<file path="src/rtl/ysyx_2022040010_icache_refill_pkg.sv">
// rtl/ysyx_2022040010_icache_refill_pkg.sv - AXI constants and state encoding for the icache refill engine
package ysyx_2022040010_icache_refill_pkg;

  // AXI burst and response codes used by the refill engine
  localparam logic [1:0] AXI_BURST_INCR = 2'b01;
  localparam logic [1:0] AXI_RESP_OKAY  = 2'b00;

  // AXI transfer size codes for the two supported data widths
  localparam logic [2:0] AXI_SIZE_4B = 3'b010;
  localparam logic [2:0] AXI_SIZE_8B = 3'b011;

  // Refill engine states
  typedef enum logic [1:0] {
    ST_IDLE = 2'd0,
    ST_AR   = 2'd1,
    ST_R    = 2'd2,
    ST_FILL = 2'd3
  } refill_state_e;

  // arsize code for a given AXI data width (32 or 64)
  function automatic logic [2:0] axi_size(input int dw);
    return (dw == 32) ? AXI_SIZE_4B : AXI_SIZE_8B;
  endfunction

endpackage

</file>
<file path="src/rtl/ysyx_2022040010_icache_refill.sv">
// rtl/ysyx_2022040010_icache_refill.sv - AXI4 read-burst refill engine for the 2-way 8-byte-line icache
module ysyx_2022040010_icache_refill
  import ysyx_2022040010_icache_refill_pkg::*;
#(
  parameter int AXI_AW = 32,
  parameter int AXI_DW = 64
) (
  input  logic              clk,
  input  logic              rst,
  // miss request from icache control
  input  logic              miss_req,
  input  logic [63:0]       miss_addr,
  input  logic              miss_cache,
  input  logic              miss_lru,
  output logic              miss_ready,
  // data/tag array write port
  output logic              refresh,
  output logic              refill_way,
  output logic [63:0]       cacheline_new,
  // fetch-stage response
  output logic              resp_valid,
  output logic [31:0]       resp_inst,
  output logic              resp_err,
  // AXI AR channel
  output logic              arvalid,
  input  logic              arready,
  output logic [AXI_AW-1:0] araddr,
  output logic [3:0]        arid,
  output logic [7:0]        arlen,
  output logic [2:0]        arsize,
  output logic [1:0]        arburst,
  // AXI R channel
  input  logic              rvalid,
  output logic              rready,
  input  logic [AXI_DW-1:0] rdata,
  input  logic [1:0]        rresp,
  input  logic              rlast
);

  localparam int BEATS = 64 / AXI_DW;
  localparam int BCW   = (BEATS > 1) ? $clog2(BEATS) : 1;
  localparam logic [BCW-1:0] LAST_BEAT = BCW'(BEATS - 1);
  localparam logic [2:0]     AR_SIZE   = axi_size(AXI_DW);

  refill_state_e     state_q, state_d;
  logic [AXI_AW-1:0] addr_q, addr_d;
  logic              cache_q, cache_d;
  logic              way_q, way_d;
  logic [BCW-1:0]    beat_cnt_q, beat_cnt_d;
  logic              err_q, err_d;
  logic [63:0]       line_q, line_d;

  logic is_last_beat;
  logic fill;

  // Only bit 2 of the latched address matters below the line boundary
  logic unused_addr_bits;
  assign unused_addr_bits = ^addr_q[1:0];

  assign is_last_beat = (beat_cnt_q == LAST_BEAT);

  // Next-state, request latching, beat assembly and error accumulation
  always_comb begin
    state_d    = state_q;
    addr_d     = addr_q;
    cache_d    = cache_q;
    way_d      = way_q;
    beat_cnt_d = beat_cnt_q;
    err_d      = err_q;
    line_d     = line_q;
    case (state_q)
      ST_IDLE: begin
        if (miss_req) begin
          state_d    = ST_AR;
          addr_d     = AXI_AW'(miss_addr);
          cache_d    = miss_cache;
          way_d      = miss_lru;
          beat_cnt_d = '0;
          err_d      = 1'b0;
          line_d     = '0;
        end
      end
      ST_AR: begin
        if (arready) begin
          state_d = ST_R;
        end
      end
      ST_R: begin
        // rready is high throughout R, so rvalid alone marks a handshake
        if (rvalid) begin
          for (int i = 0; i < BEATS; i++) begin
            if (beat_cnt_q == BCW'(i)) begin
              line_d[i*AXI_DW +: AXI_DW] = rdata;
            end
          end
          beat_cnt_d = beat_cnt_q + 1'b1;
          // Bad response, early rlast or missing rlast all poison the line
          if ((rresp != AXI_RESP_OKAY) || (rlast != is_last_beat)) begin
            err_d = 1'b1;
          end
          // The final beat slot closes the burst even without rlast
          if (rlast || is_last_beat) begin
            state_d = ST_FILL;
          end
        end
      end
      ST_FILL: begin
        state_d = ST_IDLE;
      end
      default: begin
        state_d = ST_IDLE;
      end
    endcase
  end

  // State and datapath registers, cleared asynchronously
  always_ff @(posedge clk or negedge rst) begin
    if (!rst) begin
      state_q    <= ST_IDLE;
      addr_q     <= '0;
      cache_q    <= 1'b0;
      way_q      <= 1'b0;
      beat_cnt_q <= '0;
      err_q      <= 1'b0;
      line_q     <= '0;
    end else begin
      state_q    <= state_d;
      addr_q     <= addr_d;
      cache_q    <= cache_d;
      way_q      <= way_d;
      beat_cnt_q <= beat_cnt_d;
      err_q      <= err_d;
      line_q     <= line_d;
    end
  end

  // Outputs decoded from state and registers only
  assign fill          = (state_q == ST_FILL);
  assign miss_ready    = (state_q == ST_IDLE);
  assign arvalid       = (state_q == ST_AR);
  assign rready        = (state_q == ST_R);
  assign araddr        = {addr_q[AXI_AW-1:3], 3'b000};
  assign arid          = 4'd0;
  assign arlen         = 8'(BEATS - 1);
  assign arsize        = AR_SIZE;
  assign arburst       = AXI_BURST_INCR;
  assign resp_valid    = fill;
  assign resp_err      = fill & err_q;
  assign refresh       = fill & cache_q & ~err_q;
  assign refill_way    = way_q;
  assign cacheline_new = line_q;
  assign resp_inst     = (fill && !err_q) ? (addr_q[2] ? line_q[63:32] : line_q[31:0]) : 32'd0;

endmodule

</file>
<file path="config.mk">
export PLATFORM = sky130hd
export DESIGN_NAME = ysyx_2022040010_icache_refill
export DESIGN_NICKNAME = d
export VERILOG_FILES = /design/src/rtl/ysyx_2022040010_icache_refill_pkg.sv /design/src/rtl/ysyx_2022040010_icache_refill.sv
export SDC_FILE = /design/constraint.sdc
export NUM_CORES = 1
export LEC_CHECK = 0
export CAP_MARGIN = 20
export CELL_PAD_IN_SITES_DETAIL_PLACEMENT = 1
export CELL_PAD_IN_SITES_GLOBAL_PLACEMENT = 2
export CORE_MARGIN = 5
export CORE_UTILIZATION = 20
export CTS_CLUSTER_DIAMETER = 80
export DETAILED_ROUTE_END_ITERATION = 6
export GPL_TIMING_DRIVEN = 0
export PLACE_DENSITY_LB_ADDON = 0.2
export SYNTH_ARGS = -nofsm -noshare
export SYNTH_HDL_FRONTEND = slang
export SYNTH_SLANG_ARGS = --single-unit
</file>
<file path="constraint.sdc">
create_clock -name clk -period 1.75 [get_ports clk]
set_input_delay 0.35 -clock clk [delete_from_list [all_inputs] [get_ports clk]]
set_output_delay 0.35 -clock clk [all_outputs]
set_load 0.01 [all_outputs]
</file>
==> metrics.txt, run 1 <==
status=finished, violations left; violated checks=setup timing; post-route ant nets=0; minimum hold slack=roughly 510 ps; DP Wirelength=13,000 um; root buffer cell=clkbuf_16; die height=163 um; worst flop-to-flop path endpoint=cacheline_new[32]; Final Hold Viols=0; Synth area leader=dfrtp_1; crit path launch type=flop; Clock Sinks=100; area post-placement=approximately 0.0075 mm^2; most frequent cell after synthesis=dfrtp_1; core area=roughly 0.023 mm^2; DR pass1 iterations=4; period utilisation layout=106%; mux cell area share after synthesis=between 10% and 20%; diode count=0; Seq. cell area=0.00251 mm^2; Die ar.=between 0.02 and 0.03 mm^2; final-report setup violation count=96; Leak=3.79 nW; Yosys top cell area share=53.2%; Synth-to-Final Area Change=83.1%; synthesized-area fraction occupied by adder cells=between 1.5 and 2%; Clock transition at path regs=~70 ps; DR WL/cell=between 15 and 20 um; initial antenna violation count=1; FF+latch count, synth=100; post-synthesis sequential area ratio=a little over half; synth top area cells=dfrtp_1, a22o_1, buf_4; fin crit period=around 1900 ps; Synth Area in Compound Gates=about 14%; chip width=about 160 um; synth cell count leaders=dfrtp_1, a22o_1, buf_4; largest family of logic cells by synthesized area=multiplexers; post-route clock skew=between 8 and 9 ps; drt via density=4.04; total number of yosys warnings=0; Peak VDD IR=between 0.4 and 0.5 mV; Critical Path Start=addr_q[2]; Fmax=about 540 MHz; library cells used by synthesis=27; PD cells=about 1600 mW/mm^2; initial DRC count=93; mean post-synth cell area=approximately 13 um^2; reg2reg path depth=8; r2r setup slk=-60 ps; largest net degree at the start of global routing=64; synthesized instance count=~370; Core Rows=56; cell mode on critical path=buf_6; crit-path max cell delay=410 ps; I/O pin cnt=290; critical-path cell list=buf_12 -> buf_6 -> buf_6 -> mux2i_4 -> nor2_4 -> buf_6; final worst slack=-113 ps; RSZ-0062 raised after global routing=true; worst endpoint required time=1400 ps; Hold Startpoint=addr_q[21]; final wirelength=roughly 18,000 um; Worst path slowest cell=dfrtp_1; Final Cell Area=approximately 0.0086 mm^2; all-layer global routing usage=between 10% and 20%; Fillers=~2,500; cell area after synthesis=0.00470 mm^2; drc violations=0; Slew HR=approximately 64%; CTS tree=yes; hold endpoint=addr_q[21]; Setup CP Type=flop to output port; PortBufs=235; Worst Tran Pin Value=about 540 ps; first-pass GRT wire length=around 27,000 um; share of layout cells above drive strength 1=roughly 38%; R2R Path Start=state_q[0]; Clock H-tree levels=3; Critical Path End Type=output port; Synth Area in Simple Gates=3.97%; Clock Latency Late Sink=around 350 ps; post-synthesis async set-or-reset flop share=between 90% and 100%; arrival time worst endpoint=around 1500 ps; global route total overflow=0; Min-Delay Path Depth=1; crit path max fanout=7; via count=3,939; number of enable flip-flop cells after synthesis=0; # Max-Cap Violations=0; top_reg_cell synth=dfrtp_1; area of the multi-input gates=0.00215 mm^2; Pins Over Slew Limit=0; layout net count=796; Post-Synth XOR/XNOR Area=0%; number of buffers created by CTS=9; Clock Tree Buf Depth=2; GPL Wtd Cong=0.749; Hold/Removal Path Class=flop to flop; vias in the first global route=4,531; initial core utilization=20.1%
## report_power, final
part           internal (mW)  switching, mW  leakage, nW
registers               3.09          0.618         1.28
clock network          0.971          0.931        0.122
logic                   4.69           3.31         2.39
## per-layer routing
metal | wire (um) | vias to the layer above | track usage, %
li1 | - | 1811 | -
met2 | 8280 | 161 | 21.0
met4 | 194 | 2 | 3.35
met3 | 1560 | 12 | 4.92
met1 | 7640 | 1953 | 16.4
met5 | 7 | - | 0
## area by class of cell
type	count	share of cell area, %
clock buffers	11	2.70
inverters	5	0.305
well taps	319	4.64
repair buffers	254	29.9
flip-flops and latches	100	29.2
clock inverters	5	0.422
plain buffers	72	7.90
multi-input cells	209	24.9
## through the flow
step                      setup TNS (ps)  total power [mW]  utilization (%)  setup WS (ps)  instances
after global placement           -421800              10.0             32.2          -3850        941
after floorplan                        0              7.12                -           12.5        387
final                              -4430              13.6             36.9           -113        975
after global routing              -11000              14.5             36.9           -184        975
after CTS                          -9260              13.5             35.7           -208        973
after detailed placement          -39500              10.1             32.3           -733        942
## how the worst max path moves through the flow
stage,cells past startpoint,to
floorplan,7,cacheline_new[32]
global placement,1,cacheline_new[44]
detailed placement,5,resp_inst[24]
CTS,6,resp_inst[27]
global route,5,resp_inst[22]
finish,6,resp_inst[1]
## state kept, by name (all words and copies together) (netlist names)
register	count
cacheline_new	64
addr_q	30
state_q	2
beat_cnt_q	1
cache_q	1
err_q	1
refill_way	1
## cells in the final DEF (no fill, tap or decap), types with 6 or more instances in the layout
master	Yosys	layout
dfrtp_1	100	94
nor2_2	0	10
dfrtp_2	0	6
dlymetal6s2s_1	0	8
buf_8	6	9
buf_12	0	8
mux2_2	33	33
nor2_4	0	16
nor2_1	33	7
conb_1	2	20
buf_2	8	19
buf_6	1	30
mux2i_1	32	13
clkbuf_16	0	9
clkdlybuf4s50_1	0	188
buf_4	55	58
a22o_1	60	60
mux2i_4	0	17
## kinds of logic (layout without fill, tap and decap cells)
group / after synthesis / in the layout
DFF: 100 / 100
buffers and inverters: 78 / 347
AOI/OAI and AO/OA: 74 / 74
muxes: 65 / 65
and+or+nand+nor: 43 / 43
adders and majority gates: 7 / 7
other: 2 / 20
## worst max-delay path, delay by kind of cell (launching register included)
kind / cells / cell delay (ps)
flops: 1 / 410
mux: 1 / 180
buf+inv: 4 / 500
simple gates: 1 / 90
## timing repair
item,4_1_cts,5_1_grt
hold buffers,1,0
hold endpoints to repair,23,0
pin swaps,21,15
buffers inserted,9,6
gates cloned,5,0
endpoints found under the setup margin,133,123
gates resized for setup,260,77
No activity file was read; power rests on OpenSTA's default activity.
==> inputs of run 2 (changes only) <==
--- a/config.mk
+++ b/config.mk
@@ -5,6 +5,7 @@
 export SDC_FILE = /design/constraint.sdc
 export NUM_CORES = 1
 export LEC_CHECK = 0
+export ABC_AREA = 0
 export CAP_MARGIN = 20
 export CELL_PAD_IN_SITES_DETAIL_PLACEMENT = 1
 export CELL_PAD_IN_SITES_GLOBAL_PLACEMENT = 2
@@ -14,6 +15,7 @@
 export DETAILED_ROUTE_END_ITERATION = 6
 export GPL_TIMING_DRIVEN = 0
 export PLACE_DENSITY_LB_ADDON = 0.2
+export SLEW_MARGIN = 40
 export SYNTH_ARGS = -nofsm -noshare
 export SYNTH_HDL_FRONTEND = slang
 export SYNTH_SLANG_ARGS = --single-unit
==> run 2 against run 1 <==
The flow still finishes with violations (setup timing). Worst hold slack lost 41 ps. Worst setup slack better by 4.2 ps. Die area unchanged. Highest routed layer unchanged.
==> metrics.txt, run 2 (synthesis results as in run 1) <==
status=finished, violations left; violated checks=setup timing; crit path max fanout=8 (+1); crit path launch type=flop; I/O pin cnt=290 (unchanged); critical-path cell list=ha_4 -> nand2_8 -> buf_16 -> buf_6 -> nor2_4 -> buf_6; GPL Wtd Cong=0.749 (unchanged); period utilisation layout=106% (-0.24 points); vias in the first global route=4,553 (+0.49%); die height=163 um (unchanged); cell mode on critical path=buf_6; Peak VDD IR=0.415 mV (-2.5%); DP Wirelength=13,000 um (+0.25%); DR WL/cell=18.3 um (+0.85%); # Max-Cap Violations=0 (unchanged); RSZ-0062 raised after global routing=true; all-layer global routing usage=13.1% (+0.12 points); crit-path max cell delay=440 ps (+30 ps); post-route clock skew=9.52 ps (+0.799 ps); initial antenna violation count=1 (unchanged); final wirelength=17,900 um (+0.95%); final-report setup violation count=92 (-4.2%); fin crit period=1860 ps (-4.19 ps); placed insts=942 (unchanged); Leak=3.82 nW (+0.75%); Critical Path End Type=output port; global route total overflow=0 (unchanged); Clock transition at path regs=70 ps (about the same); R2R Path Start=state_q[1]; largest net degree at the start of global routing=64 (unchanged); chip width=163 um (unchanged); initial DRC count=111 (+19%); commonest non-fill, non-tap cells in the layout=clkdlybuf4s50_1, dfrtp_1, a22o_1; share of layout cells above drive strength 1=37.1% (-0.36 points); arrival time worst endpoint=1510 ps (about the same); PD cells=1580 mW/mm^2 (-0.23%); drc violations=0 (unchanged); Setup CP Type=flop to output port; first-pass GRT wire length=27,000 um (+0.77%); Clock Latency Late Sink=350 ps (about the same); root buffer cell=clkbuf_16; post-route ant nets=0 (unchanged); Clock H-tree levels=3 (unchanged); diode count=0 (unchanged); Die ar.=0.0267 mm^2 (unchanged); Critical Path Start=state_q[0]; Clock Tree Buf Depth=2 (unchanged); commonest non-fill, non-tap cell in the layout=clkdlybuf4s50_1; Synth-to-Final Area Change=82.1%; Worst path slowest cell=dfrtp_2; drt via density=4.04 (+0.10%); worst endpoint required time=1400 ps (about the same); CTS tree=yes; total buffers and inverters traversed by the critical path=3 (-1); Clock Sinks=100 (unchanged); Final Hold Viols=0 (unchanged); total power=13.5 mW (-0.77%); Fmax=538 MHz (+0.23%); Hold/Removal Path Class=primary input to asynchronous set/reset pin; worst flop-to-flop path endpoint=cacheline_new[32]; layout net count=797 (+0.13%); number of buffers created by CTS=9 (unchanged); DR pass1 iterations=4 (unchanged); final worst slack=-108 ps (+4.19 ps); Pins Over Slew Limit=0 (unchanged); via count=3,947 (+0.20%); Core Rows=56 (unchanged); r2r setup slk=-90 ps (-30 ps); PortBufs=235 (unchanged); CP top delay family=flip-flops; number of flip-flops in the largest register=64 (unchanged); Final Non-Filler Cells=976 (+0.10%); reg2reg path depth=8 (unchanged); initial core utilization=20.1% (unchanged); core area=0.0233 mm^2 (unchanged)
-- run 2: power by group --
part | switching, mW | leakage (nW) | internal (mW)
clock | 0.950 | 0.122 | 0.972
sequential | 0.592 | 1.28 | 3.09
combinational | 3.29 | 2.42 | 4.62
-- run 2: area by class of cell --
type | count | area [um^2]
clock buffer | 11 | 233
sequential | 100 | 2510
clock inverter | 5 | 36.3
buffer | 73 | 701
multi-input combinational | 209 | 2080
inverter | 5 | 23.8
tap | 319 | 399
fill | 2513 | 14800
timing repair buffer | 254 | 2570
-- run 2: how the worst max path moves through the flow --
stage | depth (start not counted) | slack (ps) | endpoint
5_1_grt | 6 | -170 | resp_inst[21]
3_3_place_gp | 1 | -3850 | cacheline_new[44]
2_1_floorplan | 7 | 10 | cacheline_new[32]
4_1_cts | 6 | -190 | resp_inst[19]
3_5_place_dp | 5 | -740 | resp_inst[24]
6_report | 6 | -110 | resp_inst[21]
-- run 2: what timing repair did --
action                                 CTS  global route
setup buffers                           11             2
hold buffers                             1             0
cloned                                   5             1
endpoints found under the hold margin   37             0
pin swaps                               19             9
gates resized for setup                268            55
setup endpoints to repair              133           126
-- run 2: through the flow --
step                      TNS, ps  hold slack, ps  setup slack (ps)  cell area [um^2]  utilization (%)
after global routing       -13340             480              -173              8560             36.7
after floorplan                 0            54.4              12.5              4770                -
final                       -6040             465              -108              8560             36.7
after global placement    -421800             485             -3850              7520             32.2
after CTS                   -9340             464              -193              8340             35.7
after detailed placement   -40670             248              -743              7550             32.4
-- run 2: layer usage --
| metal | vias up | part of all wire [%] | track usage (%) |
|---|---|---|---|
| met5 | - | 0.073 | 0 |
| met4 | 2 | 1.1 | 3.35 |
| met3 | 12 | 9.2 | 5.17 |
| met2 | 160 | 47 | 21.4 |
| met1 | 1961 | 43 | 16.3 |
| li1 | 1812 | - | - |
==> variant (config.mk and constraints of run 2) <==
`AXI_AW`: 32 -> 64.
--- a/src/rtl/ysyx_2022040010_icache_refill.sv
+++ b/src/rtl/ysyx_2022040010_icache_refill.sv
@@ -2,7 +2,7 @@
 module ysyx_2022040010_icache_refill
   import ysyx_2022040010_icache_refill_pkg::*;
 #(
-  parameter int AXI_AW = 32,
+  parameter int AXI_AW = 64,
   parameter int AXI_DW = 64
 ) (
   input  logic              clk,
Interface: changed (resized araddr); port bits go from 290 to 322. No check against the original RTL was run, so the function may have changed too.
==> variant against run 2 <==
- the run still ends with negative setup slack left
- fmax shrank 0.42%
- sequential cell count grew 32
- routed wire length grew 28%
- worst setup slack lost 0.0078 ns
- total power grew 30%
- register-to-register slack gained 0.04 ns
- hold slack lost 0.056 ns
- synthesized cell count grew 27%
- cell area grew 25%
- synthesized area grew 30%
- largest cell class unchanged
- highest routed layer is now met4
==> variant: results (changes against run 2) <==
Status
  • Status: complete, but fails checks
  • Violated checks: negative setup slack

STA
  • Setup TNS: -4.58 ns (+1.46 ns)
  • Final setup vio count: 94 (+2.2%)
  • Clk_skew: 0.0104 ns (+0.000884 ns)
  • Worst setup margin: -0.116 ns (-0.00784 ns)

Cells and area
  • Share of cells above drive strength 1: 36.6% (-0.58 points)
  • Fin cells: 1234 (+26%)
  • # nets final: 969 (+22%)

GRT
  • Initial antenna violation count: 0 (-1)
  • Vias in the first global route: 5713 (+25%)
  • Largest net degree at the start of global routing: 56 (-13%)
  • GRT Overall Usage: 12.9% (-0.24 points)
  • First-pass GRT wire length: 33900 um (+26%)

Routing
  • Vias: 4896 (+24%)
  • Metal2 WL: 10900 um (+30%)
  • Met3 Wirelength: 1900 um (+15%)
  • Max layer used: met4
  • Wire length per cell: 18.5 um (+0.93%)
  • Initial DRC Count: 114 (+2.7%)
  • M1 WL: 9620 um (+27%)

Critical path
  • End of the critical path: resp_inst[7]
  • Crit-path slowest cell: dfrtp_1
  • Number of cells on the worst reg-to-reg path: 8 (unchanged)
  • Worst-path fanout max: 10 (+2)
  • Worst path max stage delay: 0.41 ns (-0.03 ns)
  • FF-to-FF End: cacheline_new[15]$_DFFE_PN0P_

Logic synthesis
  • Synth top area cells: dfrtp_1 54%, mux2_2 12%, buf_4 11%
  • Mux share of post-synthesis cell area: 17.2% (+2.5 points)
  • Synth cell count leaders: 132 x dfrtp_1, 87 x buf_4, 65 x mux2_2
  • Sequential area share after synthesis: 54.0% (+0.74 points)
  • Yosys cell types: 28 (+3.7%)
  • Adder-Cell Fraction of Synth Area: 1.43% (-0.43 points)
  • Average size of a mapped cell: 13.1 sq um (+2.7%)
  • Compound-Gate Fraction of Synth Area: 10.4% (-3.2 points)

Clock tree
  • H-tree levels: 4 (+1)
  • CTS Buf Count: 17 (+8)
  • Clock Latency Late Sink: 0.42 ns (+0.07 ns)

Placed design
  • HPWL reported at the end of detailed placement: 17000 um (+31%)
  • I/O Buffers: 299 (+27%)

Power and ir drop
  • VDD IR max: 0.538 mV (+30%)
  • Leakage power: 5.61 nW (+47%)

Worst hold path
  • Hold crit path type: input port to async pin
variant: what timing repair did:
item | in CTS | in global routing
setup buffers | 11 | 4
resized for setup | 310 | 75
hold endpoints to repair | 32 | 0
endpoints found under the setup margin | 243 | 191
hold buffers | 1 | 0
pin swaps | 4 | 2
cloned | 1 | 1
variant: power breakdown:
part / internal [mW] / switching [mW] / leakage, nW
sequential: 4.21 / 0.704 / 1.67
combinational: 5.17 / 3.83 / 3.66
clock: 2.17 / 1.49 / 0.280
total: 11.6 / 6.03 / 5.61
variant: metal layers:
layer	vias up	track usage, %
met5	-	0
met4	0	4.32
met3	20	4.05
met2	205	21.1
met1	2404	16.1
li1	2267	-
variant: stage by stage:
step	utilization (%)	hold slack (ns)	cell area, sq um	worst slack [ns]
2_1_floorplan	-	0.0544	6190	0.0341
3_3_place_gp	31.8	0.484	9670	-5.37
3_5_place_dp	32.0	0.247	9730	-0.792
4_1_cts	34.3	0.393	10500	-0.215
5_1_grt	35.2	0.413	10700	-0.204
6_report	35.2	0.409	10700	-0.116
variant: cell families (layout without fill, tap and decap cells):
group | Yosys count | count (layout)
AO/OA/AOI/OAI | 74 | 74
adder cells (fa/ha/maj) | 7 | 7
buffers and inverters | 113 | 463
flip-flops | 132 | 132
multiplexers | 97 | 97
other | 2 | 21
AND/OR/NAND/NOR | 43 | 44
variant: cell type report:
cell class | instances | area, sq um
fill | 3316 | 19700
clock inverter | 12 | 146
tap | 396 | 495
buffer | 108 | 995
sequential | 132 | 3300
antenna | 1 | 2.50
clock buffer | 20 | 447
multi-input combinational | 242 | 2240
timing repair buffer | 318 | 3060
inverter | 5 | 33.8
